==> src/rtl/pcre_l.sv <==
// One 16-bit stage of the daisy-chained match-vector serializer: captures a slice of
// the hit vector on eop and emits one rule ID per set bit while it holds the chain token.
module pcre_l #(
    parameter int VEC_MSB = 15,
    parameter int IDX_W   = 4,
    parameter int BASE    = 0
) (
    input  logic             clk,
    input  logic             rst,
    input  logic             perm_in,
    input  logic [VEC_MSB:0] vector,
    input  logic             eop,
    output logic             perm_out,
    output logic [9:0]       rule
);

    localparam logic [VEC_MSB:0] ONE_LSB = (VEC_MSB + 1)'(1);
    localparam logic [9:0]       ID_OFS  = 10'(BASE + 1);

    logic [VEC_MSB:0] pending_q, pending_d;
    logic [9:0]       rule_q, rule_d;
    logic             perm_out_q, perm_out_d;
    logic [IDX_W-1:0] low_idx;
    logic             has_pending;

    assign has_pending = |pending_q;

    // Descending scan so the last hit written is the lowest set index.
    always_comb begin
        low_idx = '0;
        for (int i = VEC_MSB; i >= 0; i--) begin
            if (pending_q[i]) low_idx = IDX_W'(i);
        end
    end

    always_comb begin
        pending_d  = pending_q;
        rule_d     = '0;
        perm_out_d = 1'b0;
        if (eop) begin
            pending_d = vector;
        end else if (perm_in && has_pending) begin
            rule_d    = ID_OFS + 10'(low_idx);
            pending_d = pending_q & (pending_q - ONE_LSB);
        end else begin
            perm_out_d = perm_in & ~has_pending;
        end
    end

    // NOTE: reset is sampled on the clock edge only, so it appears inside the clocked
    // branch and not in the sensitivity list; it still overrides eop and an active scan.
    always_ff @(posedge clk) begin
        if (!rst) begin
            pending_q  <= '0;
            rule_q     <= '0;
            perm_out_q <= 1'b0;
        end else begin
            pending_q  <= pending_d;
            rule_q     <= rule_d;
            perm_out_q <= perm_out_d;
        end
    end

    assign rule     = rule_q;
    assign perm_out = perm_out_q;

endmodule

==> config.mk <==
export PLATFORM = sky130hd
export DESIGN_NAME = pcre_l
export DESIGN_NICKNAME = d
export VERILOG_FILES = /design/src/rtl/pcre_l.sv
export SDC_FILE = /design/constraint.sdc
export NUM_CORES = 1
export LEC_CHECK = 0
export CORE_ASPECT_RATIO = 0.9
export CORE_UTILIZATION = 47
export DETAILED_ROUTE_END_ITERATION = 6
export GPL_ROUTABILITY_DRIVEN = 0
export PLACE_DENSITY = 0.86
export REMOVE_ABC_BUFFERS = 1
export SLEW_MARGIN = 20
export SYNTH_ARGS = -nofsm -noshare
export SYNTH_HDL_FRONTEND = slang
export SYNTH_SLANG_ARGS = --single-unit
==> constraint.sdc <==
create_clock -name clk -period 2.1 [get_ports clk]
set_input_delay 0.42 -clock clk [delete_from_list [all_inputs] [get_ports clk]]
set_output_delay 0.42 -clock clk [all_outputs]
set_load 0.02 [all_outputs]
==> impl_metrics.json <==
{
  "outcome": "finished, final reports clean",
  "h-tree-depth": 1,
  "dieHeight_um": 49.4,
  "die-area_mm2": 0.00270,
  "grt_pass1_vias": 1020,
  "clockBufferDepth": 2,
  "hold_depth": 2,
  "ys_seq_area_share_pct": 37.6,
  "hp-class": "flip-flop to flip-flop",
  "vias": 1084,
  "setup_viol": 0,
  "start_util_pct": 51.8,
  "post_drt_wl_per_cell_um": 12.5,
  "post-place-ws_ns": -0.263,
  "reg2reg_from": "pending_q[13]",
  "yosysMostFrequentCell": "nand2_1",
  "p_switching_mw": 0.250,
  "fin_crit_sh_pct": 98.3,
  "root_buffer": "clkbuf_4",
  "syn_to_final_growth_pct": 28.8,
  "grt_use_met1_pct": 24.9,
  "die_x_um": 54.6,
  "clk_pin_slew_ns": 0.12,
  "async_flop_share_pct": 0,
  "grt_pass1_wl_um": 4130,
  "cts.sinks": 22,
  "ys.flop_type": "dfxtp_1",
  "drive_gt1_share_pct": 15.0,
  "worstPathArrival_ns": 2.27,
  "slew_violations": 0,
  "synth_largest_area_cell": "dfxtp_1",
  "clk_latency_ns": 0.31,
  "yosys-top-cells-area": "dfxtp_1, nand2_1, a21boi_0",
  "drt-pass1-iter-count": 4,
  "hold_violations": 0,
  "diodes": 0,
  "period_minus_slack_ns": 2.06,
  "cp.required_ns": 2.30,
  "p_int_mw": 0.628,
  "worstRegToRegCells": 8,
  "rr_endpoint": "rule[1]",
  "sw_frac_of_total_pct": 28.5,
  "worst_slack_ns": 0.0357,
  "antenna_found_initial": 0,
  "power_density_mw_per_mm2": 581,
  "hpwl_um": 1930,
  "rows": 16,
  "cts_buffers": 3,
  "grtUsageMet3_pct": 4.05,
  "port_buffers": 25,
  "grt_max_degree": 20,
  "r2r_slack_ns": 0.14,
  "route.detailed.drc": 0,
  "layout.cells.non_filler": 200,
  "cts_tree": "done",
  "critPathCapture": "pending_q[7]",
  "max_freq_ghz": 0.484,
  "pwr-share-comb_pct": 25.7,
  "ir_drop_mv": 0.352,
  "yosysWarnings": 0,
  "clkPwrFrac_pct": 21.5,
  "grtUsageTotal_pct": 20.5,
  "critical_path_peak_fanout": 4,
  "synthTopCellsByCount": "nand2_1, dfxtp_1, nor2_1",
  "routed_wirelength_um": 2500,
  "crit_path_start": "perm_in",
  "synth_area_per_cell_um2": 8.26,
  "via_per_inst": 5.42,
  "final.setup_skew_ns": 0.0119,
  "maxCapViolations": 0,
  "ys_types": 38,
  "grt_use_met2_pct": 34.7,
  "start_kind": "primary input",
  "ios": 31,
  "grt_overflow_total": 0,
  "power.leakage_nw": 0.591,
  "ys_ff_latch": 22,
  "nNetsFinal": 196,
  "synth_edf_count": 0,
  "total_power_mw": 0.878,
  "yosysTopAreaCellShare_pct": 37.6,
  "detail-route-antenna-nets": 0,
  "crit_path_end_kind": "flip-flop",
  "seq_power_share_pct": 52.7,
  "placed_cells": 197,
  "cts_hold_buf": 0,
  "initialDrtViolationCount": 13,
  "synth_cells": 142,
  "path_class": "primary input to flip-flop",
  "netlist_area_mm2": 0.00117,
  "busiest_layer": "met2",
  "core_mm2": 0.00226,
  "fillers": 203
}
[cell type report]
cell class / instances / area [um2] / share of cell area (%)
clock buffers: 3 / 22.5 / 1.49
inverters: 5 / 18.8 / 1.24
multi-input cells: 109 / 677 / 44.8
flip-flops and latches: 22 / 440 / 29.2
well taps: 27 / 33.8 / 2.24
repair buffers: 34 / 318 / 21.0
[stage by stage]
stage	utilization (%)	instance area, um2	TNS (ns)	hold WS, ns
after floorplan	-	1120	0	0.494
after global placement	65.1	1470	-1.45	0.514
after detailed placement	65.1	1470	-1.58	0.522
after CTS	66.2	1500	0	0.546
after global routing	66.8	1510	-0.00174	0.580
final	66.8	1510	0	0.553
[worst min-delay path by stage]
stage,from,endpoint
floorplan,pending_q[9],pending_q[9]
global placement,pending_q[9],pending_q[9]
detailed placement,pending_q[9],pending_q[9]
CTS,pending_q[9],pending_q[9]
global route,pending_q[9],pending_q[9]
finish,pending_q[9],pending_q[9]
[flip-flops by register name, summed over array words and instances (netlist names)]
signal and cells:
pending_q 16, perm_out 1, rule 5
[power by group through the flow]
| stage | clock [mW] | sequential [mW] | combinational (mW) |
|---|---|---|---|
| 6_report | 0.189 | 0.463 | 0.226 |
| 5_1_grt | 0.217 | 0.467 | 0.247 |
| 4_1_cts | 0.192 | 0.461 | 0.222 |
| 3_5_place_dp | 0 | 0.471 | 0.219 |
| 3_3_place_gp | 0 | 0.468 | 0.213 |
| 2_1_floorplan | 0 | 0.472 | 0.121 |
[kinds of logic (layout without fill, tap and decap cells)]
logic type	after synthesis	count (layout)	synth area share [%]
buffers and inverters	15	42	7.26
adder cells (fa/ha/maj)	1	1	1.07
multiplexers	1	1	0.960
AO/OA/AOI/OAI	36	36	21.5
other	1	5	0.320
flip-flops	22	22	37.6
AND/OR/NAND/NOR	65	65	30.6
XOR/XNOR	1	1	0.747
[critical path, cell delays in order]
cell             delay, ns
clkdlybuf4s50_1       0.50
or3b_4                0.40
or3_1                 0.35
or3_4                 0.35
o211ai_1              0.17
a21boi_1              0.08
[cell usage in the layout, fill, tap and decap left out, types with 2 or more instances in the layout]
| cell type | instances |
|---|---|
| o21ai_0 | 8 |
| nor3_1 | 5 |
| conb_1 | 5 |
| clkbuf_4 | 3 |
| nor2b_1 | 2 |
| inv_1 | 5 |
| nor2_1 | 8 |
| nand3_1 | 3 |
| a21boi_1 | 2 |
| and2_1 | 5 |
| dfxtp_1 | 22 |
| buf_4 | 9 |
| nand2_1 | 23 |
| nor4_1 | 3 |
| a21boi_0 | 8 |
| or4_4 | 3 |
| and3_1 | 3 |
| a21oi_1 | 4 |
| clkdlybuf4s50_1 | 25 |
| o211ai_1 | 6 |
[timing repair]
action	4_1_cts	5_1_grt
endpoints found under the hold margin	0	0
gates cloned	0	0
buffers inserted	0	0
setup endpoints to repair	1	4
gates resized for setup	1	4
[layer usage]
metal | share of wire [%] | up-vias
met3 | 3.9 | 5
met5 | 0 | -
li1 | - | 557
met4 | 1.1 | 0
met1 | 45 | 493
met2 | 50 | 29
No activity file was read; power rests on OpenSTA's default activity.
